## src/rtl/rotary_input_filter.sv

```systemverilog
// Quadrature encoder front end: two-flop synchroniser and stability filter on each
// contact, then registered detent-step, direction and illegal-transition detection.
module rotary_input_filter #(
  parameter int FILTER_CYCLES = 5000,
  parameter int CNT_W         = 16
) (
  input  logic sys_clk,
  input  logic sys_rst,
  input  logic A_raw,
  input  logic B_raw,
  input  logic err_clr,
  output logic A,
  output logic B,
  output logic step,
  output logic dir,
  output logic err,
  output logic err_sticky
);

  localparam logic [CNT_W-1:0] CNT_LAST = CNT_W'(FILTER_CYCLES - 1);

  logic [1:0] raw;
  logic [1:0] filt;

  assign raw = {B_raw, A_raw};

  // Channel 0 is A, channel 1 is B; both channels are identical and independent.
  generate
    for (genvar gi = 0; gi < 2; gi++) begin : g_chan
      logic             sync1_reg;
      logic             sync2_reg;
      logic             filt_reg;
      logic [CNT_W-1:0] cnt_reg;

      always_ff @(posedge sys_clk or posedge sys_rst) begin
        if (sys_rst) begin
          sync1_reg <= 1'b1;
          sync2_reg <= 1'b1;
          filt_reg  <= 1'b1;
          cnt_reg   <= '0;
        end else begin
          sync1_reg <= raw[gi];
          sync2_reg <= sync1_reg;
          if (sync2_reg == filt_reg) begin
            cnt_reg <= '0;
          end else if (cnt_reg == CNT_LAST) begin
            // Counter stops at CNT_LAST, so it can never wrap.
            filt_reg <= sync2_reg;
            cnt_reg  <= '0;
          end else begin
            cnt_reg <= cnt_reg + CNT_W'(1);
          end
        end
      end

      assign filt[gi] = filt_reg;
    end
  endgenerate

  assign A = filt[0];
  assign B = filt[1];

  logic a_prev_reg;
  logic b_prev_reg;
  logic step_reg;
  logic dir_reg;
  logic err_reg;
  logic sticky_reg;
  logic fall_a;
  logic chg_a;
  logic chg_b;
  logic illegal;

  always_comb begin
    fall_a  = a_prev_reg & ~filt[0];
    chg_a   = a_prev_reg ^ filt[0];
    chg_b   = b_prev_reg ^ filt[1];
    illegal = chg_a & chg_b;
  end

  always_ff @(posedge sys_clk or posedge sys_rst) begin
    if (sys_rst) begin
      a_prev_reg <= 1'b1;
      b_prev_reg <= 1'b1;
      step_reg   <= 1'b0;
      dir_reg    <= 1'b0;
      err_reg    <= 1'b0;
      sticky_reg <= 1'b0;
    end else begin
      a_prev_reg <= filt[0];
      b_prev_reg <= filt[1];
      if (illegal) begin
        err_reg  <= 1'b1;
        step_reg <= 1'b0;
      end else if (fall_a) begin
        err_reg  <= 1'b0;
        step_reg <= 1'b1;
        dir_reg  <= filt[1];
      end else begin
        err_reg  <= 1'b0;
        step_reg <= 1'b0;
      end
      // A new error wins over a simultaneous clear request.
      if (illegal) begin
        sticky_reg <= 1'b1;
      end else if (err_clr) begin
        sticky_reg <= 1'b0;
      end
    end
  end

  assign step       = step_reg;
  assign dir        = dir_reg;
  assign err        = err_reg;
  assign err_sticky = sticky_reg;

endmodule

```

## config.mk

```make
export PLATFORM = sky130hd
export DESIGN_NAME = rotary_input_filter
export DESIGN_NICKNAME = d
export VERILOG_FILES = /design/src/rtl/rotary_input_filter.sv
export SDC_FILE = /design/constraint.sdc
export NUM_CORES = 1
export LEC_CHECK = 0
export ABC_AREA = 1
export CELL_PAD_IN_SITES_DETAIL_PLACEMENT = 1
export CELL_PAD_IN_SITES_GLOBAL_PLACEMENT = 2
export CORE_ASPECT_RATIO = 1.75
export CORE_MARGIN = 2
export CORE_UTILIZATION = 35
export CTS_CLUSTER_DIAMETER = 30
export CTS_CLUSTER_SIZE = 12
export DETAILED_ROUTE_END_ITERATION = 10
export GPL_TIMING_DRIVEN = 0
export PLACE_DENSITY_LB_ADDON = 0.1
export SYNTH_ARGS = -nofsm -noshare
export SYNTH_HDL_FRONTEND = slang
export SYNTH_SLANG_ARGS = --single-unit
```

## constraint.sdc

```tcl
create_clock -name sys_clk -period 1.6 [get_ports sys_clk]
set_clock_uncertainty 0.05 [all_clocks]
set_input_delay 0.16 -clock sys_clk [delete_from_list [all_inputs] [get_ports sys_clk]]
set_output_delay 0.16 -clock sys_clk [all_outputs]
set_load 0.01 [all_outputs]
```

==> out/metrics.csv, run 1 <==
metric,value,unit
status,"complete, no violations",
fin_util,41.7,%
placed_cell_area,2410,um^2
r2r_end,dir,
hold_end,g_chan[0].sync1_reg,
dr_wl_met2,3190,um
drc,0,
area_growth,16.9,%
dieArea,6920,um^2
drt-pass1-iter-count,4,
synth_edf_count,0,
cts_buffers,5,
fin_crit_sh,92.1,%
hold_slack,0.202,ns
vias_per_cell,4.75,
fin_nets,310,
cts.htree.levels,2,
fin_setup_tns,0,ns
place_inst,370,
wl_met3,88,um
die_w,63.8,um
fin_area,2560,um^2
grt_pass1_vias,1902,
io-pin-count,11,
slew_headroom,76.3,%
hold_start,A_raw,
n_antenna_cell,0,
crit_fanout,5,
avgSynthCellArea,7.84,um^2
p_total,1.94,mW
grt_pass1_wl,9220,um
syn_inst,279,
yosys_register_bits,44,
rsz0062_at_grt,yes,
gp_congestion,0.834,
routed_wl,5550,um
r2r-start,A,
core_area,6130,um^2
leakagePower,1.12,nW
worst_pin_slew,0.355,ns
clock_latency,0.31,ns
dieHeight,109,um
r2r_slack,0.13,ns
grt_max_degree,40,
rows,38,
track_usage,18.2,%
finalCriticalPeriod,1.47,ns
criticalPathCategory,flop to flop,
max-clock-path-buffers,2,
drt-met1-wl,2070,um
hpwl,4200,um
fmax,679,MHz
synth-async-reset-ratio,100,%
clock_sinks,44,
via_count,1819,
synth.distinct_cells,21,
final_cells,383,
cts_tree,done,
maxSlewViolCount,0,
avgRoutedWirePerCell,14.5,um
portBuffers,10,
start_util,35.7,%
hold_violations,0,
drive_above_1_share,12.9,%
setup_viol,0,
synth_nets,287,
drv_cap,0,
synthFlopType,dfrtp_1,
power.density,759,nW/um^2
critPathLaunchType,flop,
holdPathStages,1,
synth_warnings,0,
ant_nets,0,
required,1.76,ns
worstPathArrival,1.63,ns
worstSetupEndpointType,flop,
yosysSeqAreaShare,50.8,%
mostFrequentLayoutCell,nor2_1,
netlist_area,2190,um^2
timing.final.ws_setup,0.127,ns
maxUsedRoutingLayer,met4,
place_ws,0.0439,ns
ir_drop,0.599,mV
cts.clk_slew.worst_paths,0.09,ns
root_buffer,clkbuf_8,
hold_class,input port to flop,
worstRegToRegCells,8,
largest_register_ffs,32,
drt_iter0_drc,30,
final_cell_mix,"nor2_1 (70), nand2_1 (64), dfrtp_1 (36)",
overflow,0,
antenna_found_initial,0,
## what timing repair did
item,in CTS,in global routing
endpoints found under the hold margin,5,0
gates resized for setup,2,7
setup endpoints to repair,2,17
hold buffers,1,0
buffers inserted,1,3
pin swaps,0,2
## synthesized netlist by cell type (3+ instances only)
library cell | instances | share of area, %
ha_1 | 3 | 1.7
nor2_2 | 6 | 1.7
nand2_2 | 3 | 0.86
xnor2_1 | 4 | 1.6
inv_1 | 29 | 5.0
nand3_1 | 16 | 3.7
nor2_1 | 71 | 12
dfrtp_1 | 36 | 41
o21ai_0 | 4 | 0.92
nand2_1 | 66 | 11
o21bai_1 | 3 | 1.0
dfstp_2 | 8 | 9.6
nand4_1 | 8 | 2.3
a21oi_1 | 6 | 1.4
xor2_1 | 6 | 2.4
## cell families (layout without fill, tap and decap cells)
logic type / count (synthesis) / count (layout) / synth area share (%)
flops: 44 / 44 / 50.8
fa+ha+maj: 3 / 3 / 1.72
compound gates: 15 / 15 / 3.78
xor+xnor: 11 / 11 / 4.75
simple gates: 175 / 175 / 33.6
buf+inv: 31 / 55 / 5.32
## area by class of cell
cell class	instances	area, um^2
Clock inverter	2	12.5
Clock buffer	6	72.6
Timing Repair Buffer	16	158
Tap cell	80	100
Multi-Input combinational cell	204	987
Sequential cell	44	1110
Fill cell	764	3580
Inverter	31	116
## per-layer routing
layer	global-route usage [%]	vias to the layer above
met5	0	-
met4	9.78	0
met3	3.23	13
met2	34.9	13
met1	18.1	883
li1	-	910
## critical path: stages (launching register included)
cell and delay (ns):
dfstp_2 0.59, inv_1 0.06, ha_1 0.28, nor2_1 0.08, nand2_1 0.09, nand2_1 0.08
inv_1 0.05, nand2_1 0.05, nand2_1 0.04
## worst max-delay path by stage
stage	from	to	slack, ns	cells after the start
after global placement	sys_rst	err_sticky	-0.63	2
after detailed placement	g_chan[0].cnt_reg[0]	g_chan[0].cnt_reg[14]	0.04	8
final	A	dir	0.13	8
after CTS	g_chan[0].cnt_reg[0]	g_chan[0].cnt_reg[14]	0.01	8
after global routing	A	dir	-0.02	8
after floorplan	A	dir	0.18	8
## power by group
part	internal [mW]	switching (mW)	total (mW)
clock network	0.306	0.397	0.703
registers	1.13	0.0158	1.15
logic	0.0332	0.0566	0.0898
total	1.47	0.470	1.94
Note: power is estimated with default switching activity, not from simulation.
==> inputs of run 2 (changes only) <==
--- a/config.mk
+++ b/config.mk
@@ -16,6 +16,7 @@
 export DETAILED_ROUTE_END_ITERATION = 10
 export GPL_TIMING_DRIVEN = 0
 export PLACE_DENSITY_LB_ADDON = 0.1
+export SLEW_MARGIN = 30
 export SYNTH_ARGS = -nofsm -noshare
 export SYNTH_HDL_FRONTEND = slang
 export SYNTH_SLANG_ARGS = --single-unit
==> out/metrics.csv, run 2 (synthesis gave the netlist of run 1 again) <==
metric,value,unit
portBuffers,10,
crit_fanout,6,
via_count,1829,
p_switching,0.466,mW
power.density,777,nW/um^2
drv_cap,0,
pwr-share-seq,57.9,%
fmax,681,MHz
r2r-start,g_chan[1].cnt_reg[0],
p_int,1.52,mW
die_w,63.8,um
hold_slack,0.130,ns
fin_area,2550,um^2
mostFrequentLayoutCell,nor2_1,
final_cells,382,
fin_util,41.6,%
grt_pass1_vias,1973,
dieHeight,109,um
drc,0,
core_area,6130,um^2
cts_tree,done,
hold_class,input port to async pin,
setup_viol,0,
gp_congestion,0.834,
grt_max_degree,27,
ant_nets,0,
fillers,775,
clock_sinks,44,
fin_nets,309,
place_ws,0.0291,ns
drive_above_1_share,12.9,%
critPathLaunchType,flop,
multi_input_area,985,um^2
fin_setup_tns,0,ns
hpwl,4350,um
ir_drop,0.485,mV
required,1.74,ns
placed_cell_area,2410,um^2
worst_pin_slew,0.440,ns
area_growth,16.8,%
drt-pass1-iter-count,4,
swShare,23.5,%
avgRoutedWirePerCell,14.5,um
start_util,35.7,%
fin_crit_sh,91.8,%
p_clk_share,37.5,%
p_total,1.98,mW
overflow,0,
grt_pass1_wl,9450,um
r2r_slack,0.13,ns
r2r_end,g_chan[1].cnt_reg[14],
worstSetupEndpointType,flop,
n_antenna_cell,0,
power_frac_comb,4.6,%
cts.htree.levels,2,
criticalPathCategory,flop to flop,
cts.clk_slew.worst_paths,0.08,ns
max-clock-path-buffers,2,
maxSlewViolCount,0,
routed_wl,5530,um
regArea,1110,um^2
status,"complete, no violations",
place_inst,370,
slew_headroom,70.6,%
io-pin-count,11,
clock_latency,0.30,ns
cts_buffers,5,
dieArea,6920,um^2
largest_register_ffs,32,
leakagePower,1.12,nW
finalCriticalPeriod,1.47,ns
worstPathArrival,1.61,ns
hold_violations,0,
root_buffer,clkbuf_8,
antenna_found_initial,0,
worstRegToRegCells,8,
rows,38,
drt_iter0_drc,69,
final_cell_mix,"nor2_1 (69), nand2_1 (65), dfrtp_1 (36)",
track_usage,18.4,%
vias_per_cell,4.79,
timing.final.ws_setup,0.131,ns
-- run 2: power groups by stage --
stage               registers (mW)  logic (mW)  clock network (mW)
floorplan                     1.17      0.0496                   0
global placement              1.17      0.0781                   0
detailed placement            1.17      0.0874                   0
CTS                           1.15      0.0877               0.785
global route                  1.15       0.103               0.817
finish                        1.15      0.0903               0.745
-- run 2: worst max-delay path: stages (launching register included) --
cell and delay [ns]:
dfrtp_1 0.40, ha_1 0.21, nand2_1 0.07, inv_1 0.08, nand2_1 0.05, nor2_1 0.14, nand2_1 0.16, nand2_4 0.14
a21oi_1 0.05
-- run 2: final cells by class --
type,instances,share of cell area (%)
multi-input cells,204,38.6
inverters,31,4.56
clock inverters,1,0.294
well taps,80,3.92
flip-flops and latches,44,43.5
clock buffers,7,3.38
repair buffers,15,5.78
-- run 2: timing repair --
action                                  in CTS  in global routing
gates resized for setup                      2                  7
endpoints found under the setup margin       2                 17
setup buffers                                1                  3
hold buffers                                 0                  0
-- run 2: worst max path at each step --
stage	startpoint	end	slack [ns]
after global routing	g_chan[1].cnt_reg[0]	g_chan[1].cnt_reg[7]	-0.009
after global placement	sys_rst	err_sticky	-0.63
after detailed placement	g_chan[0].cnt_reg[0]	g_chan[0].cnt_reg[14]	0.03
after floorplan	A	dir	0.18
final	g_chan[1].cnt_reg[0]	g_chan[1].cnt_reg[14]	0.13
after CTS	g_chan[0].cnt_reg[0]	g_chan[0].cnt_reg[14]	0.01
-- run 2: per-layer routing --
metal,up-vias,routed length (um),track usage (%)
li1,917,-,-
met1,892,2010,17.8
met2,12,3300,37.3
met3,8,86,3.43
met4,0,121,6.83
met5,-,0,0
==> inputs of run 3 (changes only) <==
--- a/config.mk
+++ b/config.mk
@@ -16,6 +16,7 @@
 export DETAILED_ROUTE_END_ITERATION = 10
 export GPL_TIMING_DRIVEN = 0
 export PLACE_DENSITY_LB_ADDON = 0.1
+export RECOVER_POWER = 50
 export SLEW_MARGIN = 30
 export SYNTH_ARGS = -nofsm -noshare
 export SYNTH_HDL_FRONTEND = slang
==> out/metrics.csv, run 3 (synthesis gave the netlist of run 1 again) <==
metric,value,unit
status,"complete, no violations",
finalCriticalPeriod,1.47,ns
critPathMaxStageDelay,0.40,ns
place_inst,370,
maxSlewViolCount,0,
power.density,776,nW/um^2
max-clock-path-buffers,2,
cpMostUsedCell,nand2_1,
worst_pin_slew,0.737,ns
critPathLaunchType,flop,
clock_latency,0.30,ns
leakagePower,1.11,nW
cts_tree,done,
grt_pass1_vias,1973,
dieHeight,109,um
n_antenna_cell,0,
die_w,63.8,um
overflow,0,
hold_class,flop to flop,
gp_congestion,0.834,
cts_buffers,5,
root_buffer,clkbuf_8,
worstPathArrival,1.61,ns
io-pin-count,11,
area_growth,16.2,%
fin_nets,309,
hold_start,g_chan[1].sync1_reg,
cts.clk_slew.worst_paths,0.09,ns
ir_drop,0.484,mV
start_util,35.7,%
setup_viol,0,
final_cells,382,
criticalPathCategory,flop to flop,
cts.htree.levels,2,
crit_fanout,6,
mostFrequentLayoutCell,nor2_1,
fin_crit_sh,91.8,%
grt_pass1_wl,9450,um
core_area,6130,um^2
cp-startpoint,g_chan[1].cnt_reg[0],
drt-pass1-iter-count,4,
fin_util,41.4,%
fin_area,2540,um^2
antenna_found_initial,0,
hpwl,4350,um
grt_max_degree,27,
required,1.74,ns
hold_violations,0,
hold_end,g_chan[1].sync2_reg,
crit_family,simple AND/OR/NAND/NOR gates,
rows,38,
routed_wl,5530,um
path_buf_inv,1,
r2r_slack,0.13,ns
portBuffers,10,
r2r_end,g_chan[1].cnt_reg[14],
place_ws,0.0291,ns
hold_slack,0.305,ns
drc,0,
worstRegToRegCells,8,
fmax,681,MHz
holdPathStages,0,
clock_sinks,44,
ant_nets,0,
largest_register_ffs,32,
via_count,1831,
worstSetupEndpointType,flop,
vias_per_cell,4.79,
drv_cap,0,
drive_above_1_share,12.6,%
final_cell_mix,"nor2_1 (69), nand2_1 (65), dfrtp_1 (36)",
placed_cell_area,2410,um^2
dieArea,6920,um^2
r2r-start,g_chan[1].cnt_reg[0],
timing.final.ws_setup,0.131,ns
worst_path_max_delay_cell,dfrtp_1,
avgRoutedWirePerCell,14.5,um
slew_headroom,50.8,%
drt_iter0_drc,87,
track_usage,18.4,%
path_cells,ha_1 > nand2_1 > inv_1 > nand2_1 > nor2_1 > nand2_1 > nand2_4 > a21oi_1,
## run 3: changes by cell type in the layout (fill, tap and decap cells not counted), sizes merged
cell           delta
buf               -1
clkbuf            +1
clkdlybuf4s50     -3
dlygate4sd3       +3
## run 3: worst register-to-register path: cells and delay by family (launching register included)
kind | cells | cell delay (ns)
AND/OR/NAND/NOR | 5 | 0.56
AO/OA/AOI/OAI | 1 | 0.06
buffers and inverters | 1 | 0.08
adder cells (fa/ha/maj) | 1 | 0.21
flip-flops | 1 | 0.40
## run 3: layer usage
layer | vias up | global-route usage (%) | wire length, um | share of wire [%]
met5 | - | 0 | 0 | 0
li1 | 916 | - | - | -
met3 | 8 | 3.43 | 82 | 1.5
met1 | 897 | 17.8 | 1970 | 36
met2 | 10 | 37.3 | 3360 | 61
met4 | 0 | 6.83 | 121 | 2.2
## run 3: cell type report
class / count / area (um^2)
clock buffers: 7 / 86.3
clock inverters: 1 / 7.51
fillers: 775 / 3590
inverters: 31 / 116
multi-input cells: 204 / 985
flip-flops and latches: 44 / 1110
well taps: 80 / 100
repair buffers: 15 / 135
## run 3: worst max-delay path by stage
stage | depth (start not counted) | to
2_1_floorplan | 8 | dir
3_3_place_gp | 2 | err_sticky
3_5_place_dp | 8 | g_chan[0].cnt_reg[14]
4_1_cts | 8 | g_chan[0].cnt_reg[14]
5_1_grt | 8 | g_chan[1].cnt_reg[7]
6_report | 8 | g_chan[1].cnt_reg[14]
## run 3: through the flow
step | TNS (ns) | power, mW
global route | -0.0196 | 2.07
floorplan | 0 | 1.22
global placement | -24.63 | 1.25
detailed placement | 0 | 1.26
finish | 0 | 1.97
CTS | 0 | 2.02
## run 3: report_power, final
group          total (mW)  switching (mW)  internal (mW)
Sequential           1.15          0.0153           1.13
Combinational      0.0839          0.0561         0.0279
Clock               0.741           0.389          0.351
Total                1.97           0.460           1.51
## run 3: what timing repair did
item | in CTS | in global routing
hold buffers | 0 | 0
buffers inserted | 1 | 3
gates resized for setup | 2 | 7
endpoints found under the setup margin | 2 | 17
cloned | 0 | 0
